[config.mk]
export PLATFORM = sky130hd
export DESIGN_NAME = register_controller
export DESIGN_NICKNAME = d
export VERILOG_FILES = /design/src/rtl/register_ctrl_pkg.sv /design/src/rtl/rr_arbiter2.sv /design/src/rtl/register_controller.sv
export SDC_FILE = /design/constraint.sdc
export NUM_CORES = 1
export LEC_CHECK = 0
export CORE_MARGIN = 8
export CORE_UTILIZATION = 50
export DETAILED_ROUTE_END_ITERATION = 10
export GPL_TIMING_DRIVEN = 0
export PLACE_DENSITY = 0.82
export SLEW_MARGIN = 20
export SYNTH_ARGS = -nofsm -noshare
export SYNTH_HDL_FRONTEND = slang
export SYNTH_SLANG_ARGS = --single-unit
[constraint.sdc]
create_clock -name clockController -period 4.4 [get_ports clockController]
set_clock_uncertainty 0.05 [all_clocks]
set_input_delay 1.32 -clock clockController [delete_from_list [all_inputs] [get_ports clockController]]
set_output_delay 1.32 -clock clockController [all_outputs]
set_load 0.05 [all_outputs]
[src/rtl/register_ctrl_pkg.sv]
// Shared encodings for the shift/load register controller: register command
// codes, requester op codes, controller states and the command/shadow helpers.
package register_ctrl_pkg;

    typedef enum logic [2:0] {
        CMD_HOLD  = 3'b000,
        CMD_RESET = 3'b001,
        CMD_LOAD  = 3'b010,
        CMD_SHL   = 3'b011,
        CMD_SHR   = 3'b100
    } cmd_e;

    typedef enum logic [1:0] {
        OP_CLEAR = 2'b00,
        OP_LOAD  = 2'b01,
        OP_SHL   = 2'b10,
        OP_SHR   = 2'b11
    } op_e;

    typedef enum logic [1:0] {
        ST_INIT = 2'b00,
        ST_IDLE = 2'b01,
        ST_EXEC = 2'b10
    } state_e;

    function automatic cmd_e op_to_cmd(input op_e op);
        cmd_e cmd;
        case (op)
            OP_CLEAR: cmd = CMD_RESET;
            OP_LOAD:  cmd = CMD_LOAD;
            OP_SHL:   cmd = CMD_SHL;
            default:  cmd = CMD_SHR;
        endcase
        return cmd;
    endfunction

    // Mirrors what the register does with one command on its sampling edge.
    function automatic logic [3:0] apply_cmd(input cmd_e cmd, input logic [3:0] value,
                                             input logic [3:0] data);
        logic [3:0] next;
        case (cmd)
            CMD_RESET: next = '0;
            CMD_LOAD:  next = data;
            CMD_SHL:   next = {value[2:0], 1'b0};
            CMD_SHR:   next = {1'b0, value[3:1]};
            default:   next = value;
        endcase
        return next;
    endfunction

endpackage

[src/rtl/rr_arbiter2.sv]
// Two-input round-robin arbiter; the priority pointer moves only when the
// controller actually accepts a request.
module rr_arbiter2 (
    input  logic clk_i,
    input  logic rst_i,
    input  logic req_a_i,
    input  logic req_b_i,
    input  logic accept_i,
    output logic valid_o,
    output logic pick_b_o
);

    logic last_b_q;
    logic last_b_d;

    assign valid_o  = req_a_i | req_b_i;
    // B wins when alone, or on contention when A was granted last.
    assign pick_b_o = req_b_i & (~req_a_i | ~last_b_q);

    always_comb begin
        last_b_d = last_b_q;
        if (accept_i && valid_o) begin
            last_b_d = pick_b_o;
        end
    end

    always_ff @(posedge clk_i or posedge rst_i) begin
        if (rst_i) begin
            last_b_q <= 1'b1;
        end else begin
            last_b_q <= last_b_d;
        end
    end

endmodule

[src/rtl/register_controller.sv]
// Arbitrates two requesters and sequences the 4-bit register's command/data
// inputs, keeping a shadow of the expected register contents.
module register_controller
    import register_ctrl_pkg::*;
(
    input  logic       clockController,
    input  logic       resetController,
    input  logic       reqA,
    input  logic [1:0] opA,
    input  logic [1:0] countA,
    input  logic [3:0] dataA,
    input  logic       reqB,
    input  logic [1:0] opB,
    input  logic [1:0] countB,
    input  logic [3:0] dataB,
    output logic       grantA,
    output logic       grantB,
    output logic       doneA,
    output logic       doneB,
    output logic       busy,
    output logic [2:0] comandController,
    output logic [3:0] dataController,
    output logic [3:0] valueShadow
);

    state_e     state_q, state_d;
    cmd_e       cmd_q, cmd_d;
    logic [3:0] data_q, data_d;
    logic [3:0] shadow_q, shadow_d;
    logic [1:0] rem_q, rem_d;
    logic       owner_b_q, owner_b_d;
    logic       grant_a_q, grant_a_d;
    logic       grant_b_q, grant_b_d;
    logic       done_a_q, done_a_d;
    logic       done_b_q, done_b_d;
    logic       busy_q, busy_d;

    logic       arb_valid;
    logic       arb_pick_b;
    logic       accept;
    op_e        sel_op;
    logic [1:0] sel_count;
    logic [3:0] sel_data;

    rr_arbiter2 u_arb (
        .clk_i    (clockController),
        .rst_i    (resetController),
        .req_a_i  (reqA),
        .req_b_i  (reqB),
        .accept_i (accept),
        .valid_o  (arb_valid),
        .pick_b_o (arb_pick_b)
    );

    assign sel_op    = op_e'(arb_pick_b ? opB : opA);
    assign sel_count = arb_pick_b ? countB : countA;
    assign sel_data  = arb_pick_b ? dataB : dataA;

    always_comb begin
        state_d   = state_q;
        cmd_d     = cmd_q;
        data_d    = data_q;
        rem_d     = rem_q;
        owner_b_d = owner_b_q;
        grant_a_d = 1'b0;
        grant_b_d = 1'b0;
        done_a_d  = 1'b0;
        done_b_d  = 1'b0;
        accept    = 1'b0;

        case (state_q)
            ST_INIT: begin
                state_d = ST_IDLE;
                cmd_d   = CMD_HOLD;
            end
            ST_IDLE: begin
                cmd_d = CMD_HOLD;
                if (arb_valid) begin
                    accept    = 1'b1;
                    state_d   = ST_EXEC;
                    owner_b_d = arb_pick_b;
                    grant_a_d = ~arb_pick_b;
                    grant_b_d = arb_pick_b;
                    cmd_d     = op_to_cmd(sel_op);
                    if (sel_op == OP_LOAD) begin
                        data_d = sel_data;
                    end
                    rem_d = (sel_op == OP_SHL || sel_op == OP_SHR) ? sel_count : 2'd0;
                end
            end
            ST_EXEC: begin
                // The command issued on acceptance repeats until rem runs out.
                if (rem_q == 2'd0) begin
                    cmd_d    = CMD_HOLD;
                    state_d  = ST_IDLE;
                    done_a_d = ~owner_b_q;
                    done_b_d = owner_b_q;
                end else begin
                    rem_d = rem_q - 2'd1;
                end
            end
            default: begin
                state_d = ST_INIT;
                cmd_d   = CMD_RESET;
            end
        endcase

        shadow_d = apply_cmd(cmd_q, shadow_q, data_q);
        busy_d   = (state_d != ST_IDLE);
    end

    always_ff @(posedge clockController or posedge resetController) begin
        if (resetController) begin
            state_q   <= ST_INIT;
            cmd_q     <= CMD_RESET;
            data_q    <= '0;
            shadow_q  <= '0;
            rem_q     <= '0;
            owner_b_q <= 1'b0;
            grant_a_q <= 1'b0;
            grant_b_q <= 1'b0;
            done_a_q  <= 1'b0;
            done_b_q  <= 1'b0;
            busy_q    <= 1'b1;
        end else begin
            state_q   <= state_d;
            cmd_q     <= cmd_d;
            data_q    <= data_d;
            shadow_q  <= shadow_d;
            rem_q     <= rem_d;
            owner_b_q <= owner_b_d;
            grant_a_q <= grant_a_d;
            grant_b_q <= grant_b_d;
            done_a_q  <= done_a_d;
            done_b_q  <= done_b_d;
            busy_q    <= busy_d;
        end
    end

    assign comandController = cmd_q;
    assign dataController   = data_q;
    assign valueShadow      = shadow_q;
    assign grantA           = grant_a_q;
    assign grantB           = grant_b_q;
    assign doneA            = done_a_q;
    assign doneB            = done_b_q;
    assign busy             = busy_q;

endmodule
==> reports/qor.json <==
{
  "run_status": {"value": "finished, final reports clean"},
  "worst_hold_path_type": {"value": "reg -> reg"},
  "detailed_place.area": {"value": 1620, "unit": "sq um"},
  "netlist_top_cells_count": {"value": "19 x sky130_fd_sc_hd__dfrtp_1, 10 x sky130_fd_sc_hd__nand2_1, 9 x sky130_fd_sc_hd__inv_1"},
  "final_hold_viol_count": {"value": 0},
  "synth_edf_count": {"value": 0},
  "fill_cells": {"value": 184},
  "syn-instance-count": {"value": 114},
  "p_comb_share": {"value": 59.3, "unit": "%"},
  "routabilityCongestion": {"value": 0.773},
  "power_per_cell_area": {"value": 693, "unit": "nW/um^2"},
  "cts.repair_timing.setup_buffer_count": {"value": 0},
  "firstDrtPassIters": {"value": 4},
  "total_routed_wirelength": {"value": 2770, "unit": "um"},
  "required": {"value": 4530, "unit": "ps"},
  "ys_ff_latch": {"value": 22},
  "dp_hpwl": {"value": 2220, "unit": "um"},
  "yosysMostFrequentCell": {"value": "sky130_fd_sc_hd__dfrtp_1"},
  "post-place-cells": {"value": 179},
  "die_area": {"value": 4300, "unit": "sq um"},
  "cts_tree": {"value": "yes"},
  "clk_pin_slew": {"value": 130, "unit": "ps"},
  "yosysTopAreaCell": {"value": "sky130_fd_sc_hd__dfrtp_1"},
  "cts_max_level": {"value": 1},
  "post_synth_xor_area_fraction": {"value": 0.712, "unit": "%"},
  "post_drt_wl_per_cell": {"value": 15.2, "unit": "um"},
  "pin_count_of_the_biggest_net_entering_global_routing": {"value": 23},
  "cts_made_buffers": {"value": 3},
  "worst_pin_slew": {"value": 844, "unit": "ps"},
  "core": {"value": 2410, "unit": "sq um"},
  "initial_utilization": {"value": 51.0, "unit": "%"},
  "cts-root-buf": {"value": "sky130_fd_sc_hd__clkbuf_4"},
  "synth_simple_gate_area_share": {"value": 13.6, "unit": "%"},
  "slew_headroom": {"value": 43.7, "unit": "%"},
  "max_fclk": {"value": 0.303, "unit": "GHz"},
  "yosys_warnings": {"value": 0},
  "post_cts.resized_instances": {"value": 0},
  "max_cap_violations": {"value": 0},
  "ff2ff_path_depth": {"value": 8},
  "synth_area_leaders": {"value": "sky130_fd_sc_hd__dfrtp_1 39%, sky130_fd_sc_hd__ha_1 7.1%, sky130_fd_sc_hd__dfstp_2 6.4%, sky130_fd_sc_hd__mux2i_1 4.9%, sky130_fd_sc_hd__mux2_2 4.6%"},
  "first_global_vias": {"value": 1018},
  "layout_setup_ws": {"value": 1100, "unit": "ps"},
  "area_growth_syn_to_layout": {"value": 34.5, "unit": "%"},
  "initial_antenna_violation_count": {"value": 0},
  "numClockSinks": {"value": 22},
  "synth.top_cell.area_share": {"value": 38.7, "unit": "%"},
  "timing.final.crit_period": {"value": 3300, "unit": "ps"},
  "synth_mux_area_share": {"value": 10.7, "unit": "%"},
  "first_drt_iteration_drcs": {"value": 20},
  "number_of_ports_placed_on_the_die_boundary": {"value": 36},
  "setup_tns": {"value": 0, "unit": "ps"},
  "place.port_buffers": {"value": 35},
  "final_cells": {"value": 183},
  "route.antenna.remaining_nets": {"value": 0},
  "worstPathArrival": {"value": 3430, "unit": "ps"},
  "floorplan.die.width": {"value": 65.6, "unit": "um"},
  "ys_types": {"value": 41},
  "post_route_cells_drive_above_1_share": {"value": 13.7, "unit": "%"},
  "cts-root-to-sink-buffers": {"value": 2},
  "synth_compound_gate_area_share": {"value": 17.5, "unit": "%"},
  "route.vias.total": {"value": 989},
  "fin_nets": {"value": 181},
  "hold-path-cell-count": {"value": 1},
  "grtUsageTotal": {"value": 13.6, "unit": "%"},
  "share_of_the_clock_period_used_by_the_worst_path_after_layout": {"value": 74.9, "unit": "%"},
  "share_clk_of_total_power": {"value": 10.2, "unit": "%"},
  "synth_top_family_by_area": {"value": "compound AO/OA/AOI/OAI gates"},
  "placement.setup.worst_slack": {"value": 765, "unit": "ps"},
  "global_route.overflow_total": {"value": 0},
  "worst_setup_path_category": {"value": "in -> reg"},
  "yosys.area_share.adder": {"value": 7.12, "unit": "%"},
  "vdd_drop_max": {"value": 540, "unit": "uV"},
  "share_seq_of_total_power": {"value": 30.6, "unit": "%"},
  "post_detailed_route_drc_marker_count": {"value": 0},
  "insertedDiodeCount": {"value": 0},
  "postLayoutCellArea": {"value": 1650, "unit": "sq um"},
  "internal_power": {"value": 0.000614, "unit": "W"},
  "setup_viol": {"value": 0},
  "clock_insertion_delay_worst_skew": {"value": 320, "unit": "ps"},
  "route.detailed.vias_per_inst": {"value": 5.40},
  "synth_sequential_area_ratio": {"value": 45.1, "unit": "%"},
  "worst_setup_sp_type": {"value": "primary input"},
  "num_rows": {"value": 18},
  "synth_flop_cell": {"value": "sky130_fd_sc_hd__dfrtp_1"},
  "synthesis.nets": {"value": 141},
  "post_synth_instance_area": {"value": 1230, "unit": "sq um"},
  "sort_of_element_at_the_end_of_the_critical_path": {"value": "flop"},
  "p_sw_share": {"value": 46.4, "unit": "%"},
  "first_pass_grt_wire_length": {"value": 4690, "unit": "um"},
  "grt_setup_unrepaired": {"value": "false"},
  "post_synth.cell_area_avg": {"value": 10.8, "unit": "sq um"},
  "quantity_of_hold_fixing_buffers_added_after_cts": {"value": 0},
  "p_switching": {"value": 0.000531, "unit": "W"},
  "final_max_slew_viol_count": {"value": 0},
  "power.leakage": {"value": 0.731, "unit": "nW"},
  "maximum_fanout_count_along_the_critical_path": {"value": 10},
  "die_h": {"value": 65.6, "unit": "um"},
  "proportion_of_synthesized_flip_flops_having_asynchronous_set_or_reset": {"value": 100, "unit": "%"}
}
-- worst max-delay path, cell delays in order --
cell and delay, ps:
sky130_fd_sc_hd__clkdlybuf4s50_1 550, sky130_fd_sc_hd__a21boi_1 320, sky130_fd_sc_hd__buf_6 210, sky130_fd_sc_hd__mux2_2 370, sky130_fd_sc_hd__inv_1 60, sky130_fd_sc_hd__ha_1 150, sky130_fd_sc_hd__o211ai_1 220, sky130_fd_sc_hd__nand2_1 140
sky130_fd_sc_hd__o21ai_0 100
-- cell usage in the layout (no fill, tap or decap), drive strengths merged, types with 3 or more instances in the layout --
cell type,count
clkdlybuf4s50,35
clkbuf,8
ha,7
dfrtp,19
a21oi,6
mux2,6
nand2,10
o21ai,5
nor2,6
dfstp,3
mux2i,6
inv,9
a31oi,3
-- per-stage QoR --
step	util, %	total power [W]	hold slack [ps]
2_1_floorplan	-	0.000837	369
3_3_place_gp	67.1	0.00101	389
3_5_place_dp	67.1	0.00104	418
4_1_cts	68.6	0.00115	430
5_1_grt	68.6	0.00122	460
6_report	68.6	0.00115	416
-- registers in the layout, indices dropped and copies added (netlist names) --
| register | flops |
|---|---|
| dataController | 4 |
| doneB | 1 |
| owner_b_q | 1 |
| rem_q | 2 |
| state_q | 2 |
| busy | 1 |
| valueShadow | 4 |
| grantA | 1 |
| comandController | 3 |
| u_arb.last_b_q | 1 |
| grantB | 1 |
| doneA | 1 |
-- power groups by stage --
stage	Clock, W	Sequential [W]	Combinational, W
floorplan	0	0.000523	0.000314
global placement	0	0.000350	0.000663
detailed placement	0	0.000356	0.000681
CTS	0.000119	0.000351	0.000683
global route	0.000126	0.000362	0.000730
finish	0.000117	0.000350	0.000679
-- area by class of cell --
type / count / area, sq um / area share, %
multi-input cells: 77 / 611 / 36.9
flip-flops and latches: 22 / 554 / 33.5
repair buffers: 35 / 350 / 21.2
well taps: 30 / 37.5 / 2.27
clock buffers: 4 / 36.3 / 2.19
inverters: 9 / 33.8 / 2.04
plain buffers: 6 / 31.3 / 1.89
-- metal layers --
| layer | share of wire (%) | track usage (%) |
|---|---|---|
| met5 | 0 | 0 |
| met4 | 2.0 | 6.54 |
| met3 | 4.7 | 2.89 |
| met2 | 50 | 23.9 |
| met1 | 44 | 15.4 |
-- worst paths after layout --
| path | start | to | slack (ps) |
|---|---|---|---|
| setup / recovery | reqB | dataController[1]$_DFFE_PP0P_ | 1100 |
| hold / removal | owner_b_q$_DFFE_PP0N_ | doneA$_DFF_PP0_ | 420 |
| setup reg to reg | u_arb.last_b_q$_DFFE_PP1P_ | dataController[1]$_DFFE_PP0P_ | 2320 |
| hold reg to reg | owner_b_q$_DFFE_PP0N_ | doneA$_DFF_PP0_ | 420 |
| max in group asynchronous | resetController | dataController[3]$_DFFE_PP0P_ | 2380 |
| min in group asynchronous | resetController | grantB$_DFF_PP0_ | 1400 |
-- logic make-up (layout without fill, tap and decap cells) --
family                   after synthesis  in the layout
AO/OA/AOI/OAI                         28             28
XOR/XNOR                               1              1
adder cells (fa/ha/maj)                7              7
buffers and inverters                 15             54
flip-flops                            22             22
multiplexers                          12             12
AND/OR/NAND/NOR                       29             29
No activity file was read; power rests on OpenSTA's default activity.
